`src/rtl/dbg_guv_pkg.sv`:
```
// Shared definitions for the dbg_guv command chain: word width, FSM encodings
// and a width helper.
package dbg_guv_pkg;

  localparam int unsigned CMD_WIDTH = 32;

  typedef enum logic [1:0] {
    ST_IDLE = 2'd0,
    ST_SEND = 2'd1,
    ST_GAP  = 2'd2
  } state_e;

  // $clog2 that never returns 0, so counters always have at least one bit.
  function automatic int unsigned clog2_min1(input int unsigned v);
    return (v <= 1) ? 1 : $clog2(v);
  endfunction

endpackage

```
`src/rtl/dbg_cmd_fifo.sv`:
```
// Synchronous first-word-fall-through FIFO, 2**AW entries, active-low
// synchronous reset.
module dbg_cmd_fifo
  import dbg_guv_pkg::*;
#(
  parameter int unsigned AW = 4,
  parameter int unsigned DW = CMD_WIDTH
) (
  input  logic          clk,
  input  logic          rst,
  input  logic          push,
  input  logic          pop,
  input  logic [DW-1:0] din,
  output logic [DW-1:0] dout,
  output logic [AW:0]   count,
  output logic          full,
  output logic          empty
);

  localparam int unsigned DEPTH = 2 ** AW;

  logic [DW-1:0] mem [DEPTH];
  logic [AW-1:0] wr_ptr;
  logic [AW-1:0] rd_ptr;
  logic          do_push;
  logic          do_pop;

  assign do_push = push && !full;
  assign do_pop  = pop && !empty;

  always_ff @(posedge clk) begin
    if (do_push) begin
      mem[wr_ptr] <= din;
    end
  end

  always_ff @(posedge clk) begin
    if (!rst) begin
      wr_ptr <= '0;
      rd_ptr <= '0;
      count  <= '0;
    end else begin
      if (do_push) wr_ptr <= wr_ptr + AW'(1);
      if (do_pop)  rd_ptr <= rd_ptr + AW'(1);
      case ({do_push, do_pop})
        2'b10:   count <= count + (AW + 1)'(1);
        2'b01:   count <= count - (AW + 1)'(1);
        default: count <= count;
      endcase
    end
  end

  assign dout  = mem[rd_ptr];
  // Occupancy never exceeds DEPTH, so the MSB alone marks full.
  assign full  = count[AW];
  assign empty = (count == '0);

endmodule

```
`src/rtl/dbg_cmd_tx.sv`:
```
// Host-side initiator for the dbg_guv command chain: buffers host words and
// launches them with a minimum idle gap. Optional stats via DBG_CMD_TX_STATS_EN.
module dbg_cmd_tx
  import dbg_guv_pkg::*;
#(
  parameter int unsigned FIFO_AW    = 4,
  parameter int unsigned GAP_CYCLES = 0,
  parameter int unsigned PIPE_STAGE = 0
) (
  input  logic                 clk,
  input  logic                 rst,
  input  logic [CMD_WIDTH-1:0] host_TDATA,
  input  logic                 host_TVALID,
  output logic                 host_TREADY,
  input  logic                 hold,
  output logic [CMD_WIDTH-1:0] cmd_out_TDATA,
  output logic                 cmd_out_TVALID,
  output logic [FIFO_AW:0]     fifo_count,
  output logic                 busy
`ifdef DBG_CMD_TX_STATS_EN
  ,
  output logic [31:0]          sent_count,
  output logic                 hold_stall
`endif
);

  localparam int unsigned GW = clog2_min1(GAP_CYCLES + 1);
  localparam logic [GW-1:0] GAP_LOAD = GW'((GAP_CYCLES == 0) ? 0 : GAP_CYCLES - 1);

  logic                 full;
  logic                 empty;
  logic                 pop;
  logic [CMD_WIDTH-1:0] fifo_dout;
  state_e               state;
  logic [GW-1:0]        gap_cnt;
  logic [CMD_WIDTH-1:0] out_data;
  logic                 out_valid;

  assign host_TREADY = rst && !full;

  dbg_cmd_fifo #(
    .AW(FIFO_AW),
    .DW(CMD_WIDTH)
  ) u_fifo (
    .clk  (clk),
    .rst  (rst),
    .push (host_TVALID && host_TREADY),
    .pop  (pop),
    .din  (host_TDATA),
    .dout (fifo_dout),
    .count(fifo_count),
    .full (full),
    .empty(empty)
  );

  // The last gap cycle may launch directly, so the idle gap is exactly GAP_CYCLES.
  always_comb begin
    pop = 1'b0;
    unique case (state)
      ST_IDLE: pop = !empty && !hold;
      ST_SEND: pop = (GAP_CYCLES == 0) && !empty && !hold;
      ST_GAP:  pop = (gap_cnt == '0) && !empty && !hold;
      default: pop = 1'b0;
    endcase
  end

  always_ff @(posedge clk) begin
    if (!rst) begin
      state     <= ST_IDLE;
      gap_cnt   <= '0;
      out_valid <= 1'b0;
      out_data  <= '0;
    end else begin
      out_valid <= pop;
      if (pop) out_data <= fifo_dout;
      unique case (state)
        ST_IDLE: if (pop) state <= ST_SEND;
        ST_SEND: begin
          if (GAP_CYCLES != 0) begin
            gap_cnt <= GAP_LOAD;
            state   <= ST_GAP;
          end else if (!pop) begin
            state <= ST_IDLE;
          end
        end
        ST_GAP: begin
          if (gap_cnt == '0) state <= pop ? ST_SEND : ST_IDLE;
          else               gap_cnt <= gap_cnt - GW'(1);
        end
        default: state <= ST_IDLE;
      endcase
    end
  end

  if (PIPE_STAGE != 0) begin : g_pipe
    logic [CMD_WIDTH-1:0] pipe_data;
    logic                 pipe_valid;
    always_ff @(posedge clk) begin
      if (!rst) begin
        pipe_data  <= '0;
        pipe_valid <= 1'b0;
      end else begin
        pipe_valid <= out_valid;
        if (out_valid) pipe_data <= out_data;
      end
    end
    assign cmd_out_TDATA  = pipe_data;
    assign cmd_out_TVALID = pipe_valid;
  end else begin : g_direct
    assign cmd_out_TDATA  = out_data;
    assign cmd_out_TVALID = out_valid;
  end

  assign busy = !empty || (state != ST_IDLE);

`ifdef DBG_CMD_TX_STATS_EN
  always_ff @(posedge clk) begin
    if (!rst)                sent_count <= '0;
    else if (cmd_out_TVALID) sent_count <= sent_count + 32'd1;
  end
  assign hold_stall = (state == ST_IDLE) && !empty && hold;
`endif

endmodule

```
`config.mk`:
```
export PLATFORM = sky130hd
export DESIGN_NAME = dbg_cmd_tx
export DESIGN_NICKNAME = d
export VERILOG_FILES = /design/src/rtl/dbg_guv_pkg.sv /design/src/rtl/dbg_cmd_fifo.sv /design/src/rtl/dbg_cmd_tx.sv
export SDC_FILE = /design/constraint.sdc
export NUM_CORES = 1
export LEC_CHECK = 0
export CAP_MARGIN = 0
export CORE_MARGIN = 2
export CORE_UTILIZATION = 60
export DETAILED_ROUTE_END_ITERATION = 7
export PLACE_DENSITY = 0.74
export SETUP_SLACK_MARGIN = 0.4
export SYNTH_ARGS = -nofsm -noshare
export SYNTH_HDL_FRONTEND = slang
export SYNTH_SLANG_ARGS = --single-unit
```
`constraint.sdc`:
```
create_clock -name clk -period 4.7 [get_ports clk]
set_clock_uncertainty 0.05 [all_clocks]
set_input_delay 0.47 -clock clk [delete_from_list [all_inputs] [get_ports clk]]
set_output_delay 0.47 -clock clk [all_outputs]
set_load 0.005 [all_outputs]
```
=== After elaboration in Yosys (flattened, before gate mapping) ===
Memory sizes are Yosys's and may differ from the RTL's. A register that Yosys moved wholly into a read port is not among the register bits.
Index checks and enable logic that the tools add are counted.

* Register bits after elaboration: 17
* Bits in writable memories: 512
* Bits of input ports: 36
* Output and inout bits: 40
* Memories kept: 1

* $add $sub $neg: 5
* Equality and inequality tests: 7
* Multiplexer cells: 10
* Bitwise logic cells: 1
* Reduce and logical (&&, ||, !) cells: 18

{| class="wikitable"
|+ Memory list
! name !! words !! width !! rd ports !! clocked after memory_dff !! wr ports !! RTL line !! source
|-
| u_fifo.mem || 16 || 32 || 1 || 1 || 1 || dbg_cmd_fifo.sv:22 || <nowiki>logic [DW-1:0] mem [DEPTH];</nowiki>
|}

{| class="wikitable"
|+ Operators with widths
! kind !! number
|-
| $pmux W5 S2 || 1
|-
| $add A4 B1 Y4 const B || 2
|-
| $logic_and A1 B1 Y1 || 7
|-
| $mux W2 || 3
|-
| $ne A2 B2 Y1 const B || 3
|-
| $pmux W2 S3 || 1
|-
| $add A5 B1 Y5 const B || 1
|-
| $logic_not A5 Y1 || 1
|-
| $sub A5 B1 Y5 const B || 1
|-
| $eq A2 B1 Y1 const B || 2
|-
| $eq A2 B2 Y1 const B || 2
|-
| $logic_not A1 Y1 || 4
|-
| $mux W1 || 4
|-
| $reduce_bool A2 Y1 || 2
|-
| $reduce_and A3 Y1 || 1
|-
| $logic_not A2 Y1 || 1
|-
| $pmux W1 S2 || 1
|-
| $reduce_or A2 Y1 || 1
|-
| $logic_or A1 B1 Y1 || 1
|-
| $not A1 Y1 || 1
|-
| $sub A1 B1 Y1 const B || 1
|}

=== Logic depth before layout (Yosys ltp) ===
Gate-level depths: netlist (run 1).

* Word-level depth: 8
* Depth in mapped cells: 12

=== Modules after synthesis ===
A second synthesis (run 1) with hierarchy kept.

* Cells, all modules: 981
* Area, all modules: 21705.8 um2

{| class="wikitable"
|+ By module, submodules not included
! module !! instances !! cells each !! area each (um2) !! sequential area each (um2)
|-
| dbg_cmd_fifo || 1 || 826 || 20265.7 || 15715.1
|-
| dbg_cmd_tx || 1 || 155 || 1440.1 || 680.7
|}

=== Least setup slack after synthesis (run 1) ===
No wires, ideal clock.

* Path type: in2reg
* Start point: in rst
* End point: mem u_fifo.mem[3][0] in the netlist's numbering (enable)
* Setup time: 461 ps
* Arrival: 3570 ps
* Setup slack: 619 ps
* Cell stages on the path: 5
* Buffers on the path: 2
* Path through: clkbuf_1 -> and3b_1 -> clkbuf_1 -> nand2_1 -> nor3_1

* Word-level cells in the longest chain between the ends: 5

{| class="wikitable"
|+ Ends and longest elaborated chain
! what !! RTL line !! source
|-
| from (decl) || dbg_cmd_tx.sv:11 || <nowiki>input logic rst,</nowiki>
|-
| $logic_and A1 B1 Y1 || dbg_cmd_tx.sv:39 || <nowiki>assign host_TREADY = rst && !full;</nowiki>
|-
| $logic_and A1 B1 Y1 || dbg_cmd_tx.sv:47 || <nowiki>.push (host_TVALID && host_TREADY),</nowiki>
|-
| $logic_and A1 B1 Y1 || dbg_cmd_fifo.sv:28 || <nowiki>assign do_push = push && !full;</nowiki>
|-
| $mux W1 || dbg_cmd_fifo.sv:32 || <nowiki>if (do_push) begin</nowiki>
|-
| $mux W1 (not written as such) || dbg_cmd_fifo.sv:33 || <nowiki>mem[wr_ptr] <= din;</nowiki>
|-
| to (decl) || dbg_cmd_fifo.sv:22 ||
|}

Every way passes these cells.

=== Worst setup path after layout (run 1) ===
* Start point: in rst
* End point: out host_TREADY

* Word-level cells in the longest chain between the ends: 1

{| class="wikitable"
|+ Ends and longest elaborated chain
! what !! RTL line !! source
|-
| $logic_and A1 B1 Y1 || dbg_cmd_tx.sv:39 ||
|-
| to (decl) || dbg_cmd_tx.sv:14 || <nowiki>output logic host_TREADY,</nowiki>
|}

Every way passes these cells.

==> results of run 1 <==
-- power by group through the flow --
stage	Clock [W]	Combinational, W	Sequential, W
final	0.00433	0.00220	0.00587
after global routing	0.00459	0.00237	0.00590
after CTS	0.00438	0.00224	0.00588
after detailed placement	0	0.00222	0.00598
after global placement	0	0.00219	0.00598
after floorplan	0	0.00161	0.00581
-- synthesized netlist by cell type (2+ instances only) --
master / number / area [µm²]
nand4_1: 3 / 18.8
mux2_2: 32 / 360
a211o_1: 2 / 17.5
edfxtp_1: 512 / 15400
or3_1: 3 / 18.8
and2_1: 2 / 12.5
buf_6: 5 / 56.3
clkbuf_1: 25 / 93.8
nor3_1: 5 / 25.0
nand2b_1: 4 / 25.0
nand3_1: 4 / 20.0
mux4_2: 128 / 2880
nor2_1: 57 / 214
buf_1: 7 / 26.3
inv_1: 6 / 22.5
a221o_1: 32 / 320
o21ai_0: 2 / 10.0
buf_4: 2 / 15.0
buf_2: 16 / 80.1
dfxtp_1: 47 / 941
xnor2_1: 3 / 26.3
xor2_1: 6 / 52.6
mux2i_1: 34 / 340
a21oi_1: 4 / 20.0
nand2_1: 6 / 22.5
ha_1: 9 / 113
-- registers in the layout (all words and copies together), names as in the netlist --
register and cells:
u_fifo.mem 512, cmd_out_TDATA 32, u_fifo.count 5, u_fifo.rd_ptr 4, u_fifo.wr_ptr 4, cmd_out_TVALID 1
state 1
-- how the worst min path moves through the flow --
| stage | slack (ns) | end | startpoint |
|---|---|---|---|
| 2_1_floorplan | 0.43 | cmd_out_TDATA[8] | cmd_out_TDATA[8] |
| 3_3_place_gp | 0.43 | cmd_out_TDATA[19] | cmd_out_TDATA[19] |
| 3_5_place_dp | 0.44 | cmd_out_TDATA[14] | cmd_out_TDATA[14] |
| 4_1_cts | 0.45 | cmd_out_TDATA[19] | cmd_out_TDATA[19] |
| 5_1_grt | 0.48 | cmd_out_TDATA[9] | cmd_out_TDATA[9] |
| 6_report | 0.46 | cmd_out_TDATA[12] | cmd_out_TDATA[12] |
-- cell type report --
cell class	instances	area [µm²]	area share, %
clock buffers	67	1450	5.95
multi-input cells	353	4790	19.6
well taps	455	569	2.33
clock inverters	34	339	1.39
inverters	7	26.3	0.108
repair buffers	93	911	3.73
flip-flops and latches	559	16300	66.9
-- stage by stage --
stage	cells	setup WS, ns	instance area, µm²
2_1_floorplan	974	0.619	21300
3_3_place_gp	1467	1.31	22600
3_5_place_dp	1467	1.27	22600
4_1_cts	1568	1.63	24400
5_1_grt	1568	1.46	24400
6_report	1568	1.64	24400
-- worst register-to-register path, cell delays in order, from the launching register on --
cell     delay, ns
dfxtp_1       0.53
nor4_2        0.12
a21oi_2       0.48
ha_1          0.44
xor2_1        0.18
ha_1          0.21
a21oi_1       0.06
xor2_1        0.17
or3_1         0.31
a21oi_1       0.14
-- cells by family after synthesis --
| kind of cell | Yosys count |
|---|---|
| flip-flops | 559 |
| buffers and inverters | 62 |
| adder cells (fa/ha/maj) | 9 |
| multiplexers | 194 |
| AND/OR/NAND/NOR | 92 |
| XOR/XNOR | 9 |
| AO/OA/AOI/OAI | 49 |
-- per-layer routing --
layer  track usage, %  vias up  routed length, µm
li1                 -     4251                  -
met1             33.9     5211              17600
met2             39.2      334              21300
met3             3.11       66               2120
met4             6.75        0                968
met5                0        -                  0
-- placed cells by master (no fill, tap or decap), drive strengths merged, types with 2 or more instances in the layout --
cell type / instances
mux2i: 34
or3: 3
dfxtp: 47
inv: 8
mux2: 32
clkbuf: 67
clkdlybuf4s50: 75
nand3: 4
bufinv: 6
o21ai: 2
nand4: 3
clkinvlp: 4
clkinv: 23
edfxtp: 512
nor4: 2
nor2: 57
xnor2: 3
a221o: 32
nor3: 5
nand2b: 4
a21oi: 5
and2: 2
mux4: 128
nand2: 6
a211o: 2
xor2: 6
ha: 9
buf: 18
==> qor.txt, run 1 <==
1st-iter DRT viols = 852
Vias per Instance = 6.29
clock slew seen by the registers of the worst setup and hold paths = 0.06 ns
Setup Buffers After CTS = 0
Compound-Gate Fraction of Synth Area = 2.09%
Area growth, synth to finish = 14.8%
worst hold slack = 0.457 ns
Via Count = 9862
Most used DFF post-synth = edfxtp_1
CTS Buffer Depth = 3
# rows = 68
Layout fillers = 2115
final period demand of the worst path = 3.06 ns
CTS Root Cell = clkbuf_16
max_slew headroom = 19.1%
RePlAce Congestion = 0.810
crit path kind = in -> out
Peak VDD IR = 0.405 mV
Final Max Slew Viols = 0
Std-Cell Core Area = 34700 µm²
Seq pwr share = 47.3%
Tightest Pin Transition = 1.21 ns
diode count = 0
share of layout cells above drive strength 1 = 25.9%
PwrDens = 508 nW/µm²
reg2reg path depth = 9
CP Max Fanout = 17
unrepaired setup endpoints after global routing = false
Num CTS Buffers = 54
Die Span X = 192 µm
Power, Total = 0.0124 W
post-cts resize count = 0
clock latency on the worst-skew pair = 0.59 ns
setup violators final = 0
Synth Register Bits = 559
Critical Path, Cell by Cell = clkdlybuf4s50_1 > clkinv_1 > nor2_1 > clkdlybuf4s50_1
reg2reg start = u_fifo.count[4]
Final Hold Viols = 0
Setup crit start = rst
Die ar. = 37000 µm²
Critical Path AT = 2.54 ns
CP Depth = 4
router iterations before antenna repair = 7
total wire length = 41.9 mm
Post-route DRC = 0
die height = 192 µm
Post-Synth Simple-Gate Area = 2.02%
first-pass GRT wire length = 63.8 mm
XOR/XNOR Fraction of Synth Area = 0.371%
family with the most delay on the worst path = buffers and inverters
Int Pwr = 0.00938 W
Net Sw Frac = 24.4%
crit path capture type = primary output
r2r endpoint = u_fifo.count[2]
initial antenna violation count = 0
Tightest Hold Check Type = reg -> reg
mux contribution to synthesized area = 16.9%
# H-tree levels = 2
I/O Pins = 76
hpwl dp = 24.3 mm
Yosys cell types = 44
main combinational cell family by area after synthesis = multiplexers
DRT antenna net count = 0
Syn Nets = 1019
status = finished clean
initial core utilization = 61.3%
wire length per cell = 26.7 µm
Total GRT Usage = 23.7%
CP max stage delay = 0.72 ns
TNS Setup = 0 ns
Synth Area in Adders = 0.530%
Slowest cell on crit path = clkdlybuf4s50_1
aggregate global routing overflow = 0
CP required = 4.18 ns
CP most frequent cell = clkdlybuf4s50_1
syn avg cell area = 21.8 µm²
Worst Path Buf+Inv = 3
Post-synth EDFFs = 512
internal reg-to-reg setup slack = 1.92 ns
Gate power share = 17.8%
Pleak = 7.52 nW
Cells after Synth = 974
largest net degree at the start of global routing = 59
clock power share = 34.9%
Seq/Total Area, Yosys = 76.7%
crit path launch type = input port
critical path endpoint = host_TREADY
utilization after layout = 70.3%
CTS sink count = 559
Async SR Flop Fraction = 0%
Max Fclk = 0.327 GHz
Hold Path Stages = 1
vias in the first global route = 10100
Buffers on Ports = 75
Cell Area, Synth = 21300 µm²
Ys Warns = 0
Switching Power = 0.00303 W
final worst-path cycle share = 65.1%
nets = 1113
max capacitance violation total = 0
# hold bufs at CTS = 0
CTS tree = yes
Power figures use the tool's default switching activity.
==> run 2, diff against run 1 <==
==> constraint.sdc (replaced) <==
create_clock -name clk -period 3.1 [get_ports clk]
set_clock_uncertainty 0.05 [all_clocks]
set_input_delay 0.31 -clock clk [delete_from_list [all_inputs] [get_ports clk]]
set_output_delay 0.31 -clock clk [all_outputs]
set_load 0.005 [all_outputs]
==> qor.txt, run 2 (same netlist as run 1, synthesis figures left out) <==
reg2reg path depth = 9
crit path kind = reg -> out
Power, Total = 0.0185 W
initial antenna violation count = 0
internal reg-to-reg setup slack = 0.70 ns
# H-tree levels = 2
vias in the first global route = 10500
initial core utilization = 61.3%
Vias per Instance = 6.24
Post-route DRC = 0
Critical Path AT = 2.12 ns
total wire length = 43.3 mm
CTS Root Cell = clkbuf_16
design area = 24700 µm²
Final Hold Viols = 0
PwrDens = 750 nW/µm²
1st-iter DRT viols = 777
Tightest Pin Transition = 1.14 ns
setup violators final = 0
I/O Pins = 76
first-pass GRT wire length = 64.7 mm
pre-CTS setup slack = 0.511 ns
# hold bufs at CTS = 0
Std-Cell Core Area = 34700 µm²
r2r endpoint = u_fifo.count[4]
status = finished clean
wire length per cell = 27.0 µm
diode count = 0
hpwl dp = 24.9 mm
reg2reg start = u_fifo.count[0]
clock latency on the worst-skew pair = 0.59 ns
clock slew seen by the registers of the worst setup and hold paths = 0.06 ns
Setup Buffers After CTS = 0
crit path launch type = register
utilization after layout = 71.2%
max_slew headroom = 23.9%
commonest non-fill, non-tap cell in the layout = edfxtp_1
CTS sink count = 559
Via Count = 10000
CP Max Fanout = 6
CTS tree = yes
die height = 192 µm
router iterations before antenna repair = 5
Hold Path Stages = 1
Pleak = 7.66 nW
CP required = 2.74 ns
TNS Setup = 0 ns
Peak VDD IR = 0.457 mV
final worst-path setup slack = 0.617 ns
Largest Register = u_fifo.mem
nets = 1150
share of layout cells above drive strength 1 = 27.6%
Tightest Hold Check Type = reg -> reg
aggregate global routing overflow = 0
Min-Delay Endpoint = cmd_out_TDATA[10]
Largest register FFs = 512
Final Max Slew Viols = 0
DRT antenna net count = 0
largest net degree at the start of global routing = 52
Die ar. = 37000 µm²
final period demand of the worst path = 2.48 ns
CTS Buffer Depth = 3
Layout fillers = 2061
max capacitance violation total = 0
Total GRT Usage = 24.2%
RePlAce Congestion = 0.761
# rows = 68
Buffers on Ports = 75
final worst-path cycle share = 80.1%
HP Start = cmd_out_TDATA[10]
Max Fclk = 0.403 GHz
commonest cells after routing, fill and taps aside = edfxtp_1 (512), mux4_2 (128), clkdlybuf4s50_1 (74), clkbuf_16 (54), buf_4 (47)
Num CTS Buffers = 54
unrepaired setup endpoints after global routing = false
Area growth, synth to finish = 16.2%
crit path capture type = primary output
Die Span X = 192 µm
Post-DP Area = 23000 µm²
run 2: cell count changes in the layout (fill, tap and decap cells not counted), sizes merged:
cell           before  now
dlygate4sd2         0    1
bufinv              6    3
clkdlybuf4s50      75   74
inv                 8    9
clkinvlp            4    2
clkbuf             67   75
buf                18   55
clkinv             23   19
run 2: repair_timing:
action                                  4_1_cts  5_1_grt
endpoints found under the hold margin         0        0
endpoints found under the setup margin        1        0
gates resized for setup                       4        0
run 2: where the power goes:
group | leakage [nW] | internal, W | total [W] | switching (W)
logic | 1.84 | 0.00197 | 0.00348 | 0.00151
clock network | 0.823 | 0.00355 | 0.00624 | 0.00269
registers | 5.00 | 0.00852 | 0.00882 | 0.000297
run 2: how the worst max path moves through the flow:
stage	from	cells after the start	to	slack, ns
after global placement	rst	10	u_fifo.count[4]	0.53
after CTS	u_fifo.count[4]	3	busy	0.59
after floorplan	rst	5	u_fifo.mem[11][0]	0.03
final	u_fifo.count[0]	3	busy	0.62
after global routing	u_fifo.count[0]	9	u_fifo.count[4]	0.48
after detailed placement	rst	10	u_fifo.count[2]	0.51
run 2: per-stage QoR:
stage	cells	hold slack [ns]
after global routing	1605	0.450
after detailed placement	1504	0.425
after global placement	1504	0.422
final	1605	0.437
after floorplan	974	0.359
after CTS	1605	0.440
run 2: critical path, cell delays in order, from the launching register on:
cell and delay, ns:
dfxtp_1 0.38, or4_4 0.57, or3_1 0.32, dlygate4sd2_1 0.27
run 2: area by class of cell:
type,count,area (µm²),area share (%)
clock buffer,75,1450,5.87
multi-input combinational,353,4810,19.5
inverter,7,26.3,0.106
sequential,559,16300,66.1
tap,455,569,2.30
timing repair buffer,130,1260,5.11
clock inverter,26,255,1.03
run 2: per-layer routing:
metal | share of wire [%] | track usage (%) | vias to the layer above
met5 | 0 | 0 | -
met4 | 1.5 | 5.49 | 0
met3 | 6.1 | 4.02 | 55
met2 | 51 | 41.5 | 371
met1 | 41 | 33.3 | 5265
li1 | - | - | 4331
==> run 3, diff against run 2 <==
--- a/config.mk
+++ b/config.mk
@@ -7,9 +7,9 @@
 export LEC_CHECK = 0
 export CAP_MARGIN = 0
 export CORE_MARGIN = 2
-export CORE_UTILIZATION = 60
+export CORE_UTILIZATION = 55
 export DETAILED_ROUTE_END_ITERATION = 7
-export PLACE_DENSITY = 0.74
+export PLACE_DENSITY = 0.72
 export SETUP_SLACK_MARGIN = 0.4
 export SYNTH_ARGS = -nofsm -noshare
 export SYNTH_HDL_FRONTEND = slang
==> constraint.sdc (replaced) <==
create_clock -name clk -period 2.27 [get_ports clk]
set_clock_uncertainty 0.05 [all_clocks]
set_input_delay 0.227 -clock clk [delete_from_list [all_inputs] [get_ports clk]]
set_output_delay 0.227 -clock clk [all_outputs]
set_load 0.005 [all_outputs]
==> qor.txt, run 3 (same netlist as run 1, synthesis figures left out) <==
first-pass GRT wire length = 70.4 mm
wire length per cell = 32.1 µm
final worst-path cycle share = 101%
CP Max Fanout = 6
failing checks = setup timing
share of layout cells above drive strength 1 = 37.3%
1st-iter DRT viols = 1159
TNS Setup = -0.144 ns
Pleak = 8.92 nW
unrepaired setup endpoints after global routing = true
non-filler cells, final = 1793
CTS Root Cell = clkbuf_16
Buffers on Ports = 75
max capacitance violation total = 0
crit path launch type = register
Largest Register = u_fifo.mem
CP max stage delay = 0.63 ns
CP most frequent cell = buf_4
Area growth, synth to finish = 30.0%
Peak VDD IR = 0.727 mV
crit path kind = reg -> reg
nets = 1277
Final Max Slew Viols = 0
RePlAce Congestion = 0.791
Die Span X = 201 µm
Post-route DRC = 0
final worst-path setup slack = -0.0250 ns
die height = 201 µm
vias in the first global route = 11000
Slowest cell on crit path = nor3b_4
initial antenna violation count = 0
Num CTS Buffers = 54
clock slew seen by the registers of the worst setup and hold paths = 0.07 ns
commonest non-fill, non-tap cell in the layout = edfxtp_1
Std-Cell Core Area = 38400 µm²
clock latency on the worst-skew pair = 0.61 ns
Tightest Hold Check Type = in -> reg
commonest cells after routing, fill and taps aside = edfxtp_1 (512), mux4_2 (128), clkbuf_16 (83), clkdlybuf4s50_1 (69), buf_12 (60)
status = finished with violations
total wire length = 57.6 mm
# hold bufs at CTS = 0
utilization after layout = 72.0%
Max Fclk = 0.436 GHz
setup violators final = 10
Largest register FFs = 512
I/O Pins = 76
Die ar. = 40300 µm²
CTS Buffer Depth = 3
CP required = 2.76 ns
Total GRT Usage = 23.8%
crit path capture type = register
Final Hold Viols = 0
Tightest Pin Transition = 0.727 ns
PwrDens = 980 nW/µm²
final period demand of the worst path = 2.30 ns
CTS tree = yes
# H-tree levels = 2
Vias per Instance = 6.37
CTS sink count = 559
aggregate global routing overflow = 0
hpwl dp = 24.1 mm
Critical Path AT = 2.79 ns
max_slew headroom = 51.5%
diode count = 0
Critical Path, Cell by Cell = buf_4 > nor4_4 > a21oi_4 > buf_4 > buf_6 > buf_8 > nor3b_4 > clkbuf_16 > a221o_1
router iterations before antenna repair = 5
Via Count = 11400
placed insts = 1581
# rows = 72
largest net degree at the start of global routing = 52
initial core utilization = 55.4%
DRT antenna net count = 0
==> run 3: what timing repair did <==
action / in CTS / in global routing
cloned: 10 / 40
resized for setup: 95 / 39
setup buffers: 42 / 21
pin swaps: 24 / 37
setup endpoints to repair: 76 / 519
==> run 3: stage by stage <==
step / hold slack [ns] / setup slack [ns] / total power, W / cell area (µm²)
global placement: 0.417 / -0.0150 / 0.0175 / 23700
detailed placement: 0.426 / -0.0198 / 0.0175 / 23700
finish: 0.416 / -0.0250 / 0.0271 / 27600
global route: 0.423 / -0.113 / 0.0280 / 27600
CTS: 0.332 / -0.115 / 0.0266 / 26400
floorplan: 0.276 / 0.0428 / 0.0158 / 21700
==> run 3: cell type report <==
type	instances	area, µm²
Multi-Input combinational cell	353	5100
Clock inverter	30	273
Clock buffer	69	1430
Timing Repair Buffer	257	3830
Sequential cell	559	16300
Inverter	7	26.3
Fill cell	2124	10700
Tap cell	518	648
==> run 3: critical path: cells and delay by family (launching register included) <==
kind / cells / cell delay [ns]
AO/OA/AOI/OAI: 2 / 0.32
AND/OR/NAND/NOR: 2 / 0.69
buffers and inverters: 5 / 0.81
flip-flops: 1 / 0.35
==> run 3: power breakdown <==
group / leakage (nW) / internal [W] / switching, W / total [W]
clock network: 0.840 / 0.00491 / 0.00387 / 0.00878
registers: 5.00 / 0.0116 / 0.000266 / 0.0119
logic: 3.08 / 0.00365 / 0.00277 / 0.00642
==> run 3: final timing paths <==
| kind | from | to | slack [ns] | depth (start not counted) |
|---|---|---|---|---|
| worst max-delay path | u_fifo.count[2] | cmd_out_TDATA[3] | -0.03 | 9 |
| worst min-delay path | rst | cmd_out_TVALID | 0.42 | 3 |
| worst max register to register | u_fifo.count[2] | cmd_out_TDATA[3] | -0.03 | 9 |
| worst min register to register | cmd_out_TDATA[14] | cmd_out_TDATA[14] | 0.44 | 1 |
==> run 3: routing by layer <==
metal | routed length (µm) | GRT usage, % | part of all wire (%)
met5 | 0 | 0 | 0
met4 | 2380 | 6.83 | 4.1
met3 | 4760 | 4.37 | 8.3
met2 | 29200 | 39.0 | 51
met1 | 21300 | 33.3 | 37
